<file path="src/rtl/uart_bank_scheduler.sv">
// UART frame bank scheduler: buffers received 256-bit frames and writes
// them word by word into a shared frame RAM, sharing the port with reads.
module uart_bank_scheduler #(
  parameter int NUM_BANKS = 8,
  parameter int BANK_AW   = 3
) (
  input  logic               CLK,
  input  logic               RST,
  input  logic [255:0]       FRAME_DATA,
  input  logic               FRAME_STROBE,
  input  logic [7:0]         FRAME_BANK,
  input  logic               RD_REQ,
  input  logic [BANK_AW-1:0] RD_BANK,
  input  logic [2:0]         RD_WORD,
  output logic               RD_GNT,
  output logic               RD_VALID,
  output logic [31:0]        RD_DATA,
  output logic               MEM_WE,
  output logic               MEM_RE,
  output logic [BANK_AW+2:0] MEM_ADDR,
  output logic [31:0]        MEM_WDATA,
  input  logic [31:0]        MEM_RDATA,
  output logic               WR_DONE,
  output logic [7:0]         WR_BANK_LAST,
  output logic               BANK_ERR,
  output logic [7:0]         DROP_CNT,
  output logic               BUSY
);

  typedef enum logic [1:0] {
    IDLE,
    WRITE,
    DONE
  } state_t;

  localparam logic [8:0] NB = 9'(NUM_BANKS);

  state_t state, state_nxt;

  logic               pend_v;
  logic [255:0]       pend_data;
  logic [BANK_AW-1:0] pend_bank;
  logic [255:0]       act_data;
  logic [BANK_AW-1:0] act_bank;
  logic [2:0]         wptr, wptr_nxt;
  logic               prio_rd;

  logic               xfer;
  logic               wr_req;
  logic               rd_req;
  logic               rd_win;
  logic               wr_win;
  logic [2:0]         wr_idx;
  logic [BANK_AW-1:0] wr_bank;
  logic [31:0]        wr_word;
  logic               bank_ok;
  logic               accept;
  logic               drop;

  // Word 0 is issued straight from pending in the cycle it moves to active.
  assign xfer    = (state == IDLE) && pend_v;
  assign wr_req  = xfer || (state == WRITE);
  assign rd_req  = RD_REQ && !RD_GNT;
  assign rd_win  = rd_req && (!wr_req || prio_rd);
  assign wr_win  = wr_req && !rd_win;
  assign wr_idx  = xfer ? 3'd0 : wptr;
  assign wr_bank = xfer ? pend_bank : act_bank;
  assign wr_word = xfer ? pend_data[31:0]
                        : act_data[{wptr, 5'd0} +: 32];

  assign bank_ok = {1'b0, FRAME_BANK} < NB;
  assign accept  = FRAME_STROBE && bank_ok && (!pend_v || xfer);
  assign drop    = FRAME_STROBE && bank_ok && !accept;

  assign BUSY    = pend_v || (state != IDLE);
  assign RD_DATA = RD_VALID ? MEM_RDATA : 32'd0;

  always_comb begin
    state_nxt = state;
    wptr_nxt  = wptr;
    unique case (state)
      IDLE: begin
        if (pend_v) begin
          state_nxt = WRITE;
          wptr_nxt  = wr_win ? 3'd1 : 3'd0;
        end
      end
      WRITE: begin
        if (wr_win) begin
          wptr_nxt = wptr + 3'd1;
          if (wptr == 3'd7) state_nxt = DONE;
        end
      end
      DONE: state_nxt = IDLE;
      default: state_nxt = IDLE;
    endcase
  end

  always_ff @(posedge CLK or posedge RST) begin
    if (RST) begin
      state <= IDLE;
      wptr  <= '0;
    end else begin
      state <= state_nxt;
      wptr  <= wptr_nxt;
    end
  end

  always_ff @(posedge CLK or posedge RST) begin
    if (RST) begin
      pend_v    <= 1'b0;
      pend_data <= '0;
      pend_bank <= '0;
      act_data  <= '0;
      act_bank  <= '0;
    end else begin
      if (xfer) begin
        pend_v   <= 1'b0;
        act_data <= pend_data;
        act_bank <= pend_bank;
      end
      if (accept) begin
        pend_v    <= 1'b1;
        pend_data <= FRAME_DATA;
        pend_bank <= FRAME_BANK[BANK_AW-1:0];
      end
    end
  end

  // Round-robin: the loser of a contended cycle wins the next one.
  always_ff @(posedge CLK or posedge RST) begin
    if (RST) begin
      prio_rd   <= 1'b1;
      MEM_WE    <= 1'b0;
      MEM_RE    <= 1'b0;
      RD_GNT    <= 1'b0;
      RD_VALID  <= 1'b0;
      MEM_ADDR  <= '0;
      MEM_WDATA <= '0;
    end else begin
      if (rd_req && wr_req) prio_rd <= !rd_win;
      MEM_WE   <= wr_win;
      MEM_RE   <= rd_win;
      RD_GNT   <= rd_win;
      RD_VALID <= MEM_RE;
      if (rd_win)
        MEM_ADDR <= {RD_BANK, RD_WORD};
      else if (wr_win)
        MEM_ADDR <= {wr_bank, wr_idx};
      else
        MEM_ADDR <= '0;
      MEM_WDATA <= wr_win ? wr_word : 32'd0;
    end
  end

  always_ff @(posedge CLK or posedge RST) begin
    if (RST) begin
      WR_DONE      <= 1'b0;
      WR_BANK_LAST <= '0;
      BANK_ERR     <= 1'b0;
      DROP_CNT     <= '0;
    end else begin
      WR_DONE  <= (state == DONE);
      BANK_ERR <= FRAME_STROBE && !bank_ok;
      if (state == DONE) WR_BANK_LAST <= 8'(act_bank);
      if (drop && DROP_CNT != 8'hFF) DROP_CNT <= DROP_CNT + 8'd1;
    end
  end

endmodule
</file>
<file path="config.mk">
export PLATFORM = sky130hd
export DESIGN_NAME = uart_bank_scheduler
export DESIGN_NICKNAME = d
export VERILOG_FILES = /design/src/rtl/uart_bank_scheduler.sv
export SDC_FILE = /design/constraint.sdc
export NUM_CORES = 1
export LEC_CHECK = 0
export BUFFER_PORTS_ARGS = -buffer_cell sky130_fd_sc_hd__buf_2
export CAP_MARGIN = 20
export CORE_MARGIN = 2
export CORE_UTILIZATION = 40
export DETAILED_ROUTE_END_ITERATION = 8
export HOLD_SLACK_MARGIN = 0.15
export PLACE_DENSITY = 0.65
export REMOVE_ABC_BUFFERS = 1
export SLEW_MARGIN = 20
export SYNTH_ARGS = -nofsm -noshare
export SYNTH_HDL_FRONTEND = slang
export SYNTH_SLANG_ARGS = --single-unit
</file>
<file path="constraint.sdc">
create_clock -name CLK -period 45.4 [get_ports CLK]
set_input_delay 2.27 -clock CLK [delete_from_list [all_inputs] [get_ports CLK]]
set_output_delay 2.27 -clock CLK [all_outputs]
set_load 0.02 [all_outputs]
</file>
==> results.md <==
* Primary FF master, synth: dfrtp_1
* Mean Syn Cell Area at about 11 um^2
* Maximum fanout along the worst path at 1
* Row count at 89
* CTS Hold Buffers Added at 0
* Crit path time final at 4.97 ns
* Final core occ at 0.483
* Post-Synthesis Cells at approximately 2.1k
* Setup crit start kind: input port
* H-tree depth at 2
* Fill count at about 5.3k
* Met1 Usage GRT at 0.237
* Via count at about 16k
* Resized Gates After CTS at 0
* Peak VDD IR at 39.5 uV
* First-pass DRT Iterations at 5
* Ports at roughly 400
* Sequential share of the synthesized area at 0.613
* Register area at 14500 um^2
* Grt ovf at 0
* Post-synth ARST share at 1.00
* Total CTS buffers at 61
* Setup-failing EPs final at 0
* Via/cell ratio at between 4 and 5
* Share of cells above drive strength 1 at 0.263
* Crit path kind: in2out
* Worst Hold Class: reg2reg
* Gr usage total at 0.184
* F_max at around 200 MHz
* First-pass GRT wire length at approximately 89000 um
* Unique cell type count in the Yosys netlist at 43
* Die Ht at approximately 250 um
* Pre-CTS setup slack at about 40 ns
* Setup slack after layout at roughly 40 ns
* Met3 Use GR at 0.0314
* Reg-to-Reg Start: state[1]
* Wirelength, routed at 56700 um
* Setup TNS at 0 ns
* CP startpoint: MEM_RDATA[21]
* Setup repair after global routing missed its margin: false
* Hold Violations, Final at 0
* Core outline area at 58700 um^2
* Critical-path top delay cell: and2_1
* Placed Instances at ~3.2k
* Vias in the first global route at around 17k
* Initial antenna violation count at 8
* CTS clock-pin slew for the worst setup and hold paths at about 0.060 ns
* Worst path max stage delay at around 0.15 ns
* Cell Count, Final, Fillers Out at approximately 3.3k
* DR iter-0 viols at 830
* CP bufs+invs at 2
* Final Skew at 0.0192 ns
* Full die area at between 60000 and 70000 um^2
* Largest net degree at the start of global routing at 172
* Final max-slew violation count at 0
* Area of the multi-input gates at between 8000 and 9000 um^2
* Crit path DAT at about 2.7 ns
* Critical Path, Cell by Cell: buf_2 > and2_1 > buf_2
* DRC at 0
* CP delay by family, top: buffers and inverters
* Final period utilization at 0.109
* Pleak at approximately 0.015 uW
* Hold Path Origin: pend_data[173]
* Most used cell, CP: buf_2
* Port bufs at just under 400
* Max-cap violations at 0
* Nature of the critical path endpoint: output pin
* Worst Max-Slew Pin Slew at ~1.1 ns
* Worst skew pair latency at 0.60 ns
* Synth Warn # at 0
* Antenna-violating nets left at 0
* Pwr Density at approximately 53 nW/um^2
* CTS tree: yes
* CTS root buf: clkbuf_16
* Post CTS Setup Buffer Count at 0
* WL per Instance at between 15 and 20 um
* Number of synthesized flops with an enable pin at 0
* Bufs on Longest Clock Path at 3
* Die width at roughly 250 um
* Data required time of the worst path at ~43 ns
* Slew margin rel. at 0.259
* Synth Cell Area at around 24000 um^2
* GRT busiest layer: met2
* Final net count at between 2k and 3k
* Met2 GRT Util at 0.313
* Gp weighted congestion at ~0.80
* P&R area growth vs syn at 19.9%
* Initial Utilization at 0.403
* Status: completed
* Hpwl dp at 35900 um
* FF+latch count, synth at just under 600
* Clk sinks at slightly below 600
Yosys cell counts (7+ instances only):
master | number | area share
and2_1 | 34 | 0.0090
a21oi_1 | 33 | 0.0070
o22ai_1 | 54 | 0.014
o21ai_0 | 33 | 0.0070
dfrtp_1 | 578 | 0.61
buf_4 | 7 | 0.0022
mux2i_1 | 108 | 0.046
mux2_2 | 122 | 0.058
mux4_2 | 10 | 0.0095
buf_1 | 7 | 0.0011
mux2_1 | 149 | 0.071
buf_2 | 34 | 0.0072
xor2_1 | 7 | 0.0026
nand2_1 | 788 | 0.13
clkbuf_1 | 82 | 0.013
worst reg2reg max path, cell delays in order, from the launching register on:
cell,delay (ns)
dfrtp_1,0.41
nor2_1,0.11
nand2_4,0.39
buf_4,0.70
buf_4,0.87
o21ai_0,0.28
a21oi_1,0.22
worst paths after layout:
| check | to | slack, ns | cells past startpoint |
|---|---|---|---|
| max | RD_DATA[21] | 40.43 | 3 |
| min | act_data[173] | 0.46 | 2 |
| max reg2reg | MEM_WDATA[2] | 42.32 | 6 |
| min reg2reg | act_data[173] | 0.46 | 2 |
| max in group asynchronous | pend_data[202] | 40.62 | 6 |
| min in group asynchronous | pend_data[14] | 1.65 | 2 |
cells in the final DEF (no fill, tap or decap), drive strengths merged:
master    netlist  final
a21boi          1      1
a21o            1      1
a21oi          33     33
a221oi          1      1
a22o            4      4
a31oi           1      1
and2           34     34
buf            49    410
bufinv          0      8
clkbuf         82     88
clkinv          0      9
clkinvlp        0      3
conb            1      5
dfrtp         578    578
dfstp           1      1
diode           0      5
ha              3      3
inv             5      5
mux2          271    271
mux2i         108    108
mux4           10     10
nand2         788    788
nand2b          4      4
nand3           3      3
nand4           2      2
nor2            7      7
nor2b           2      2
nor3            2      2
nor3b           1      1
nor4            3      3
o21a            1      1
o21ai          33     33
o21bai          1      1
o22ai          54     54
or2             1      1
or3             1      1
or4             2      2
xor2            7      7
sequential cells by signal, indices dropped and copies added, names as in the netlist, 2 cells and up:
| name | flops |
|---|---|
| act_bank | 3 |
| DROP_CNT | 8 |
| pend_bank | 3 |
| state | 2 |
| WR_BANK_LAST | 3 |
| MEM_ADDR | 6 |
| wptr | 3 |
| act_data | 256 |
| pend_data | 256 |
| MEM_WDATA | 32 |
metrics by stage:
| step | instance area (um^2) | hold slack [ns] | power, uW |
|---|---|---|---|
| final | 28300 | 0.456 | 1500 |
| after global routing | 28300 | 0.474 | 1590 |
| after CTS | 28300 | 0.462 | 1520 |
| after detailed placement | 26200 | 0.446 | 1000 |
| after global placement | 26200 | 0.442 | 989 |
| after floorplan | 23100 | 0.433 | 910 |
metal layers:
| layer | part of all wire | vias to the layer above |
|---|---|---|
| met3 | 0.050 | 109 |
| met4 | 0.032 | 6 |
| met2 | 0.49 | 390 |
| li1 | - | 7580 |
| met1 | 0.42 | 8001 |
| met5 | 0.00060 | - |
kinds of logic (layout without fill, tap and decap cells):
logic type               after synthesis  in the layout  synth area share
flip-flops                           579            579             0.613
AND/OR/NAND/NOR                      850            850             0.142
AO/OA/AOI/OAI                        130            130            0.0316
multiplexers                         389            389             0.184
other                                  1             10          0.000159
XOR/XNOR                               7              7           0.00259
adder cells (fa/ha/maj)                3              3           0.00159
buffers and inverters                136            523            0.0248
layout make-up:
| type | instances | share of cell area |
|---|---|---|
| sequential | 579 | 0.511 |
| clock inverter | 20 | 0.0111 |
| inverter | 5 | 0.000927 |
| clock buffer | 88 | 0.0624 |
| multi-input combinational | 1384 | 0.304 |
| tap | 773 | 0.0341 |
| timing repair buffer | 410 | 0.0756 |
| antenna | 5 | 0.000441 |
where the power goes:
part           internal [uW]  total (uW)  switching (uW)
combinational            128         298             169
sequential               628         694            65.8
clock                    314         513             199
total                   1070        1500             434
Power figures use the tool's default switching activity.
